$ cat src/rtl/pc_stack_if.sv
// pc_stack_if: bundle between the instruction decoder/core and the PC stack controller.
//   Core -> controller: call_req, ret_req, retfie_req, int_req, gie_wr, gie_din,
//                       clr_flags, pc_cur, call_tgt, stk_top
//   Controller -> core: stk_ctl, stk_din, pc_load, pc_next, busy, int_ack,
//                       gie, depth, ovf, unf
// master = core/bench side, slave = pc_stack_ctrl.
interface pc_stack_if;
  logic        call_req;
  logic        ret_req;
  logic        retfie_req;
  logic        int_req;
  logic        gie_wr;
  logic        gie_din;
  logic        clr_flags;
  logic [10:0] pc_cur;
  logic [10:0] call_tgt;
  logic [10:0] stk_top;

  logic [1:0]  stk_ctl;
  logic [10:0] stk_din;
  logic        pc_load;
  logic [10:0] pc_next;
  logic        busy;
  logic        int_ack;
  logic        gie;
  logic [2:0]  depth;
  logic        ovf;
  logic        unf;

  modport master (
    output call_req, ret_req, retfie_req, int_req, gie_wr, gie_din, clr_flags,
           pc_cur, call_tgt, stk_top,
    input  stk_ctl, stk_din, pc_load, pc_next, busy, int_ack, gie, depth, ovf, unf
  );

  modport slave (
    input  call_req, ret_req, retfie_req, int_req, gie_wr, gie_din, clr_flags,
           pc_cur, call_tgt, stk_top,
    output stk_ctl, stk_din, pc_load, pc_next, busy, int_ack, gie, depth, ovf, unf
  );
endinterface

$ cat src/rtl/pc_stack_ctrl.sv
// pc_stack_ctrl: sequences CALL / RETURN / RETFIE / interrupt entry against an
// external return-address stack and tracks stack occupancy and the global
// interrupt enable.
//   clk  : sole clock, rising edge
//   rst  : asynchronous active-high reset
//   bus  : pc_stack_if.slave (requests and stack top in; stack control, PC load,
//          busy, int_ack, gie, depth, ovf, unf out; every output is a flop)
// Stack control codes: 00 no-op, 01 push, 10 pop.
module pc_stack_ctrl #(
  parameter logic [10:0] INT_VEC   = 11'h004,
  parameter int unsigned STK_DEPTH = 4
) (
  input logic        clk,
  input logic        rst,
  pc_stack_if.slave  bus
);

  localparam logic [1:0] STK_NOP = 2'b00;
  localparam logic [1:0] STK_PSH = 2'b01;
  localparam logic [1:0] STK_POP = 2'b10;

  localparam logic [2:0] DepthMax = 3'(STK_DEPTH);

  typedef enum logic {StIdle, StSettle} state_e;

  state_e      state_q, state_d;
  logic [1:0]  stk_ctl_q, stk_ctl_d;
  logic [10:0] stk_din_q, stk_din_d;
  logic        pc_load_q, pc_load_d;
  logic [10:0] pc_next_q, pc_next_d;
  logic        int_ack_q, int_ack_d;
  logic        gie_q, gie_d;
  logic [2:0]  depth_q, depth_d;
  logic        ovf_q, ovf_d;
  logic        unf_q, unf_d;

  logic        take_int;
  logic        do_push;
  logic        do_pop;

  assign take_int = bus.int_req & gie_q;

  always_comb begin
    state_d   = StIdle;
    stk_ctl_d = STK_NOP;
    stk_din_d = stk_din_q;
    pc_load_d = 1'b0;
    pc_next_d = pc_next_q;
    int_ack_d = 1'b0;
    depth_d   = depth_q;
    do_push   = 1'b0;
    do_pop    = 1'b0;
    // Software writes and flag clears apply in both states; the request
    // decode below overrides them where set/clear priority demands it.
    gie_d     = bus.gie_wr ? bus.gie_din : gie_q;
    ovf_d     = bus.clr_flags ? 1'b0 : ovf_q;
    unf_d     = bus.clr_flags ? 1'b0 : unf_q;

    unique case (state_q)
      StIdle: begin
        if (take_int) begin
          // Push the interrupted PC itself so that instruction is re-executed.
          do_push   = 1'b1;
          stk_din_d = bus.pc_cur;
          pc_next_d = INT_VEC;
          gie_d     = 1'b0;
          int_ack_d = 1'b1;
        end else if (bus.call_req) begin
          do_push   = 1'b1;
          stk_din_d = bus.pc_cur + 11'd1;
          pc_next_d = bus.call_tgt;
        end else if (bus.retfie_req) begin
          do_pop    = 1'b1;
          pc_next_d = bus.stk_top;
          gie_d     = 1'b1;
        end else if (bus.ret_req) begin
          do_pop    = 1'b1;
          pc_next_d = bus.stk_top;
        end

        if (do_push) begin
          stk_ctl_d = STK_PSH;
          pc_load_d = 1'b1;
          state_d   = StSettle;
          // A full stack still pushes (oldest entry falls off); depth saturates.
          if (depth_q == DepthMax) begin
            ovf_d = 1'b1;
          end else begin
            depth_d = depth_q + 3'd1;
          end
        end

        if (do_pop) begin
          stk_ctl_d = STK_POP;
          pc_load_d = 1'b1;
          state_d   = StSettle;
          if (depth_q == 3'd0) begin
            unf_d = 1'b1;
          end else begin
            depth_d = depth_q - 3'd1;
          end
        end
      end
      // One dead cycle so stk_top reflects the last push/pop before the next op.
      StSettle: state_d = StIdle;
      default:  state_d = StIdle;
    endcase
  end

  always_ff @(posedge clk or posedge rst) begin
    if (rst) begin
      state_q   <= StIdle;
      stk_ctl_q <= STK_NOP;
      stk_din_q <= 11'd0;
      pc_load_q <= 1'b0;
      pc_next_q <= 11'd0;
      int_ack_q <= 1'b0;
      gie_q     <= 1'b0;
      depth_q   <= 3'd0;
      ovf_q     <= 1'b0;
      unf_q     <= 1'b0;
    end else begin
      state_q   <= state_d;
      stk_ctl_q <= stk_ctl_d;
      stk_din_q <= stk_din_d;
      pc_load_q <= pc_load_d;
      pc_next_q <= pc_next_d;
      int_ack_q <= int_ack_d;
      gie_q     <= gie_d;
      depth_q   <= depth_d;
      ovf_q     <= ovf_d;
      unf_q     <= unf_d;
    end
  end

  assign bus.stk_ctl = stk_ctl_q;
  assign bus.stk_din = stk_din_q;
  assign bus.pc_load = pc_load_q;
  assign bus.pc_next = pc_next_q;
  assign bus.int_ack = int_ack_q;
  assign bus.gie     = gie_q;
  assign bus.depth   = depth_q;
  assign bus.ovf     = ovf_q;
  assign bus.unf     = unf_q;
  assign bus.busy    = (state_q == StSettle);

endmodule

$ cat src/flat_wrapper.sv
// flat-port wrapper written by rule: the top's interface ports become plain ports
module pc_stack_ctrl_flat 
#(
  parameter logic [10:0] INT_VEC   = 11'h004,
  parameter int unsigned STK_DEPTH = 4
)
  (clk, rst, bus_call_req, bus_ret_req, bus_retfie_req, bus_int_req, bus_gie_wr, bus_gie_din, bus_clr_flags, bus_pc_cur, bus_call_tgt, bus_stk_top, bus_stk_ctl, bus_stk_din, bus_pc_load, bus_pc_next, bus_busy, bus_int_ack, bus_gie, bus_depth, bus_ovf, bus_unf);
  pc_stack_if bus_i ();
  input logic clk;
  input logic rst;
  input wire logic [$bits(bus_i.call_req)-1:0] bus_call_req;
  input wire logic [$bits(bus_i.ret_req)-1:0] bus_ret_req;
  input wire logic [$bits(bus_i.retfie_req)-1:0] bus_retfie_req;
  input wire logic [$bits(bus_i.int_req)-1:0] bus_int_req;
  input wire logic [$bits(bus_i.gie_wr)-1:0] bus_gie_wr;
  input wire logic [$bits(bus_i.gie_din)-1:0] bus_gie_din;
  input wire logic [$bits(bus_i.clr_flags)-1:0] bus_clr_flags;
  input wire logic [$bits(bus_i.pc_cur)-1:0] bus_pc_cur;
  input wire logic [$bits(bus_i.call_tgt)-1:0] bus_call_tgt;
  input wire logic [$bits(bus_i.stk_top)-1:0] bus_stk_top;
  output wire logic [$bits(bus_i.stk_ctl)-1:0] bus_stk_ctl;
  output wire logic [$bits(bus_i.stk_din)-1:0] bus_stk_din;
  output wire logic [$bits(bus_i.pc_load)-1:0] bus_pc_load;
  output wire logic [$bits(bus_i.pc_next)-1:0] bus_pc_next;
  output wire logic [$bits(bus_i.busy)-1:0] bus_busy;
  output wire logic [$bits(bus_i.int_ack)-1:0] bus_int_ack;
  output wire logic [$bits(bus_i.gie)-1:0] bus_gie;
  output wire logic [$bits(bus_i.depth)-1:0] bus_depth;
  output wire logic [$bits(bus_i.ovf)-1:0] bus_ovf;
  output wire logic [$bits(bus_i.unf)-1:0] bus_unf;
  assign bus_i.call_req = bus_call_req;
  assign bus_i.ret_req = bus_ret_req;
  assign bus_i.retfie_req = bus_retfie_req;
  assign bus_i.int_req = bus_int_req;
  assign bus_i.gie_wr = bus_gie_wr;
  assign bus_i.gie_din = bus_gie_din;
  assign bus_i.clr_flags = bus_clr_flags;
  assign bus_i.pc_cur = bus_pc_cur;
  assign bus_i.call_tgt = bus_call_tgt;
  assign bus_i.stk_top = bus_stk_top;
  assign bus_stk_ctl = bus_i.stk_ctl;
  assign bus_stk_din = bus_i.stk_din;
  assign bus_pc_load = bus_i.pc_load;
  assign bus_pc_next = bus_i.pc_next;
  assign bus_busy = bus_i.busy;
  assign bus_int_ack = bus_i.int_ack;
  assign bus_gie = bus_i.gie;
  assign bus_depth = bus_i.depth;
  assign bus_ovf = bus_i.ovf;
  assign bus_unf = bus_i.unf;
  pc_stack_ctrl #(.INT_VEC(INT_VEC), .STK_DEPTH(STK_DEPTH)) u_core (.clk(clk), .rst(rst), .bus(bus_i));
endmodule
$ cat config.mk
export PLATFORM = sky130hd
export DESIGN_NAME = pc_stack_ctrl_flat
export DESIGN_NICKNAME = d
export VERILOG_FILES = /design/src/rtl/pc_stack_if.sv /design/src/rtl/pc_stack_ctrl.sv /design/src/flat_wrapper.sv
export SDC_FILE = /design/constraint.sdc
export NUM_CORES = 1
export LEC_CHECK = 0
export BUFFER_PORTS_ARGS = -buffer_cell sky130_fd_sc_hd__buf_2
export CORE_ASPECT_RATIO = 1.1
export CORE_MARGIN = 2
export CORE_UTILIZATION = 42
export CTS_CLUSTER_DIAMETER = 60
export DETAILED_ROUTE_END_ITERATION = 12
export PLACE_DENSITY = 0.74
export SKIP_CTS_REPAIR_TIMING = 1
export SKIP_LAST_GASP = 1
export SLEW_MARGIN = 5
export SYNTH_ARGS = -nofsm -noshare
export SYNTH_HDL_FRONTEND = slang
export SYNTH_SLANG_ARGS = --single-unit
$ cat constraint.sdc
create_clock -name clk -period 1.3 [get_ports clk]
set_input_delay 0.195 -clock clk [delete_from_list [all_inputs] [get_ports clk]]
set_output_delay 0.195 -clock clk [all_outputs]
set_load 0.05 [all_outputs]
# Word level (Yosys, flattened, before mapping)
# Cells that the tools add are included.
[totals]
register_bits = 33
memories = 0
latch_bits = 0
mem_bits_ro = 0
elab_cells = 61
mem_bits_rw = 0
in_bits = 42
out_inout_bits = 33
[op_classes]
n_reduce_logical = 5
div_mod_pow = 0
eq_ne = 1
addsub = 3
shift = 0
n_mux = 40
n_lt_le_gt_ge = 0
n_mul = 0
n_bitwise = 2
[ops]
columns = ["op", "n"]
rows = [
  ["$mux W11", 6],
  ["$mux W1", 27],
  ["$mux W3", 4],
  ["$add A11 B1 Y11 const B", 1],
  ["$mux W2", 2],
  ["$reduce_and A2 Y1", 2],
  ["$reduce_bool A4 Y1", 1],
  ["$add A3 B1 Y3 const B", 1],
  ["$eq A3 B3 Y1 const B", 1],
  ["$logic_not A3 Y1", 1],
  ["$sub A3 B1 Y3 const B", 1],
  ["$pmux W1 S2", 1],
  ["$reduce_bool A2 Y1", 1],
  ["$and A1 B1 Y1", 1],
  ["$not A1 Y1", 1],
]

# Logic depth before layout (Yosys ltp)
[logic_depth]
depth_word = 7
depth_mapped = 6
ltp_nobuf = 6

# Worst setup path before layout
# OpenSTA, ideal clock, no wires.
[synth_timing]
path_kind = "flip-flop to flip-flop"
startpoint = "reg u_core.depth_q[0] (netlist: u_core.bus.depth[0])"
endpoint = "reg u_core.depth_q[2] (netlist: u_core.bus.depth[2])"
stages_incl_launch_ff = 7
arrival_ns = 1.597
synth_period_minus_slack_ns = 1.667
setup_time_ns = 0.070
path_buffers = 0
setup_slack_ns = -0.367
t_required_ns = 1.230
path_cell_list = "dfrtp_1 inv_1 ha_1 nand2b_1 nand4b_1 a211o_1 nand3_1"
[synth_between]
elab_chain_cells = 5
elab_cells_between_ends = 8
cone_classes = "add/sub: 2; eq/ne: 1; mux: 4; reduce/logical: 1"
[synth_rtl]
columns = ["element", "line", "text"]
rows = [
  ["start, declared", "pc_stack_ctrl.sv:33", "logic [2:0] depth_q, depth_d;"],
  ["start signal, assigned", "pc_stack_ctrl.sv:130", "depth_q <= depth_d;"],
  ["$add A3 B1 Y3 / $eq A3 B3 Y1 (equally long branches)", "pc_stack_ctrl.sv:89, pc_stack_ctrl.sv:86", ""],
  ["$mux W3", "pc_stack_ctrl.sv:86", "if (depth_q == DepthMax) begin"],
  ["$mux W3", "pc_stack_ctrl.sv:81", "if (do_push) begin"],
  ["$mux W3", "pc_stack_ctrl.sv:97", "if (depth_q == 3'd0) begin"],
  ["$mux W3 (*)", "pc_stack_ctrl.sv:93", "if (do_pop) begin"],
]
# Mark *: on every way between the ends. The rest lies on a longest branch, timed or not.
# A chain may end at the register's enable or synchronous reset.

# Final worst setup path
[layout_timing]
startpoint = "reg u_core.gie_q (netlist: u_core.bus.gie)"
endpoint = "reg u_core.pc_next_q[7] (netlist: u_core.bus.pc_next[7])"
[layout_between]
elab_chain_cells = 3
elab_cells_between_ends = 4
cone_classes = "mux: 1; bitwise: 1; reduce/logical: 2"
[layout_rtl]
columns = ["element", "line", "text"]
rows = [
  ["start, declared", "pc_stack_ctrl.sv:32", "logic gie_q, gie_d;"],
  ["start signal, assigned", "pc_stack_ctrl.sv:129", "gie_q <= gie_d;"],
  ["$and A1 B1 Y1 (*)", "pc_stack_ctrl.sv:41", "assign take_int = bus.int_req & gie_q;"],
  ["$reduce_bool A4 Y1 (no source line)", "--", ""],
  ["$reduce_and A2 Y1 (no source line)", "--", ""],
  ["end signal, assigned", "pc_stack_ctrl.sv:127", "pc_next_q <= pc_next_d;"],
  ["end, declared", "pc_stack_ctrl.sv:30", "logic [10:0] pc_next_q, pc_next_d;"],
]
# Marked as above.

==> results by group <==
Global routing
  – Global-route wire length before repair: 6106 um
  – Antenna violations before repair: 0
  – Largest net degree at the start of global routing: 33
  – Total grt overflow: 0
  – Vias in the first global route: 1,425
  – GRT Overall Usage: 16.99%

Synthesis
  – Post-synthesis async set-or-reset flop share: 100.0%
  – EDFF count, synth: 0
  – Post-Syn Instances: 171
  – #FFs+latches synth: 32
  – Synthesized area: 0.001698 mm2
  – Number of synthesis warnings: 0
  – Most common flop cell mapped by yosys: dfrtp_1
  – Post-Syn Nets: 217
  – Avg Inst Size Synth: 9.929 um2
  – Sequential area share after synthesis: 47.16%
  – Synth unique cells: 37

Clocking
  – CTS buffer count: 5
  – TritonCTS clock tree: built
  – # H-tree levels: 2
  – Latest clock arrival within the worst-skew pair: 0.28 ns
  – CTS sink cnt: 32
  – Clk slew on worst S/H paths: 0.07 ns
  – Root buf cell: clkbuf_8
  – Clock Path Buffers: 2

Finish
  – Ant diodes: 0
  – Share of layout cells above drive strength 1: 50.00%
  – Fin nets: 307
  – Area grow syn2layout: 41.41%
  – Finished Cell Area: 0.002401 mm2

Worst setup path
  – Critical Path RT: 1.46 ns
  – Worst r2r src: u_core.bus.gie$_DFF_PP0_
  – Top cell by count, worst path: a21oi_4
  – Critical-path top delay cell: dfrtp_2
  – Worst-path fanout max: 11
  – Critical path type: reg2reg
  – CP Buf/Inv Count: 1
  – Worst Setup Start Kind: flip-flop
  – Crit. End Element: flip-flop
  – Crit path DAT: 1.51 ns
  – Cell-by-cell trace of the critical path: a21oi_4, buf_4, a21oi_4, nand3_1, o21ai_0
  – CP startpoint: u_core.bus.gie$_DFF_PP0_
  – Crit-path leading delay family: flip-flops
  – Worst path max stage delay: 0.47 ns

Run status
  – Status: complete, but fails checks
  – Failing checks: negative hold slack, negative setup slack

Placement
  – HPWL Detailed: 2776 um
  – Dpl cell area: 0.002183 mm2
  – Final RePlAce weighted congestion: 0.7501
  – Port-buffer cells: 74

Drt
  – DR DRC count: 0
  – Routed WL: 3875 um
  – Via count: 1,510
  – Routed Antenna Nets: 0
  – Drt first pass iters: 4
  – DR WL/cell: 12.34 um
  – DRT iter0 DRCs: 75
  – Vias per cell: 4.809

Pwr
  – Static leakage power: 0.001187 uW
  – Power per cell area: 2113 mW/mm2
  – Total power: 5073 uW
  – Max VDD drop: 1111 uV

Hold path
  – Worst Hold Class: in2async

STA
  – RSZ-0062 raised after global routing: yes
  – Worst hold margin: -0.02147 ns
  – Final Cycle Share: 103.7%
  – Final hold violation count: 32
  – Highest clock rate: 741.9 MHz
  – Clock Skews: 0.01020 ns
  – Normalized max-slew margin: 55.74%
  – Setup violators final: 8
  – Pins over their slew limit: 0
  – Setup ws final: -0.04796 ns
  – Worst slew pin tran: 0.6615 ns
  – Final min period: 1.348 ns

Floorplan
  – Die height: 70.69 um
  – IO Pins: 75
  – Core Rows: 24
  – Core area: 0.003934 mm2
  – Initial Util: 43.16%
  – Die Width: 64.62 um
  – Die Area: 0.004568 mm2

Flow run
  – MaxCap Viol Count: 0
==> metrics by stage <==
step	worst slack (ns)	setup TNS (ns)	cells	utilization (%)
after global placement	0.01401	0	296	55.50
after CTS	-0.08862	-0.2444	304	57.57
final	-0.04796	-0.2729	314	61.04
after floorplan	-0.07590	-0.1944	171	-
after global routing	-0.1132	-1.188	314	61.04
after detailed placement	-0.01298	-0.01298	296	55.50
==> area by class of cell <==
| class | count | area (um2) |
|---|---|---|
| Fill cell | 360 | 1533 |
| Inverter | 16 | 60.06 |
| Multi-Input combinational cell | 117 | 883.3 |
| Sequential cell | 32 | 807.0 |
| Timing Repair Buffer | 89 | 504.2 |
| Clock buffer | 7 | 76.32 |
| Clock inverter | 1 | 5.005 |
| Tap cell | 52 | 65.06 |
==> tightest hold or removal path, delay by kind of cell <==
family                 cells  cell delay (ns)
buffers and inverters      3             0.49
==> report_power, final <==
part	internal (uW)	switching (uW)
clock	375	340
sequential	1340	226
combinational	827	1960
total	2550	2530
==> cell families (layout without fill, tap and decap cells) <==
group | Yosys count | after routing | synth area share [%]
adder cells (fa/ha/maj) | 4 | 4 | 2.948
AND/OR/NAND/NOR | 51 | 51 | 15.62
XOR/XNOR | 11 | 11 | 5.675
AO/OA/AOI/OAI | 37 | 39 | 14.52
flip-flops | 32 | 32 | 47.16
multiplexers | 12 | 12 | 7.812
buffers and inverters | 24 | 113 | 6.263
==> per-layer routing <==
metal	share of wire (%)	global-route usage (%)	wire length [um]	vias up
li1	-	-	-	771
met1	42	20.95	1636	674
met2	49	28.24	1906	58
met3	7.2	4.928	279	7
met4	1.4	6.383	53	0
met5	0	0	0	-
==> flip-flops by register name, summed over array words and instances (netlist names) <==
name                cells
u_core.bus.pc_next     11
u_core.bus.stk_din     11
u_core.bus.depth        3
u_core.bus.stk_ctl      2
u_core.bus.gie          1
u_core.bus.int_ack      1
u_core.bus.ovf          1
u_core.bus.pc_load      1
u_core.bus.unf          1
==> final timing paths <==
check	to	slack [ns]	depth (start not counted)
max reg2reg	u_core.bus.pc_next[7]$_DFFE_PP0P_	-0.05	5
min	u_core.bus.pc_next[6]$_DFFE_PP0P_	-0.02	3
max in group asynchronous	u_core.bus.depth[2]$_DFFE_PP0N_	1.00	3
min in group clk	u_core.bus.gie$_DFF_PP0_	0.17	3
max	u_core.bus.pc_next[7]$_DFFE_PP0P_	-0.05	5
min reg2reg	u_core.bus.stk_din[3]$_DFFE_PP0P_	0.48	2
==> cells in the mapped netlist, drive strengths merged (4+ instances only) <==
master / count / share of area [%]
dfrtp: 32 / 47
o21ai: 21 / 6.2
nand2: 17 / 3.8
inv: 16 / 3.5
nand3: 15 / 4.4
mux2: 10 / 6.6
xor2: 9 / 4.6
buf: 6 / 2.2
nor2: 5 / 1.1
a21oi: 4 / 2.5
ha: 4 / 2.9
nand4: 4 / 1.5
==> placed cells by master (no fill, tap or decap), types with 2 or more instances in the layout <==
cell,synthesis,final
a21oi_1,2,2
inv_1,15,13
nand4b_1,2,2
mux2_2,10,10
dfrtp_2,0,5
nand4_1,4,4
buf_4,3,15
a31oi_1,2,2
o21ai_0,11,6
mux2i_1,2,2
dfrtp_1,32,27
nor2_1,5,5
xnor2_1,2,2
and3_1,2,2
o21ai_1,10,14
and2_1,2,2
ha_1,4,3
nand2_1,17,17
xor2_1,9,9
a32o_1,2,2
nand3_2,0,5
clkbuf_8,0,5
nand3_1,15,10
a21oi_4,2,3
inv_2,1,3
clkbuf_1,1,2
buf_2,3,72
No activity file was read; power rests on OpenSTA's default activity.
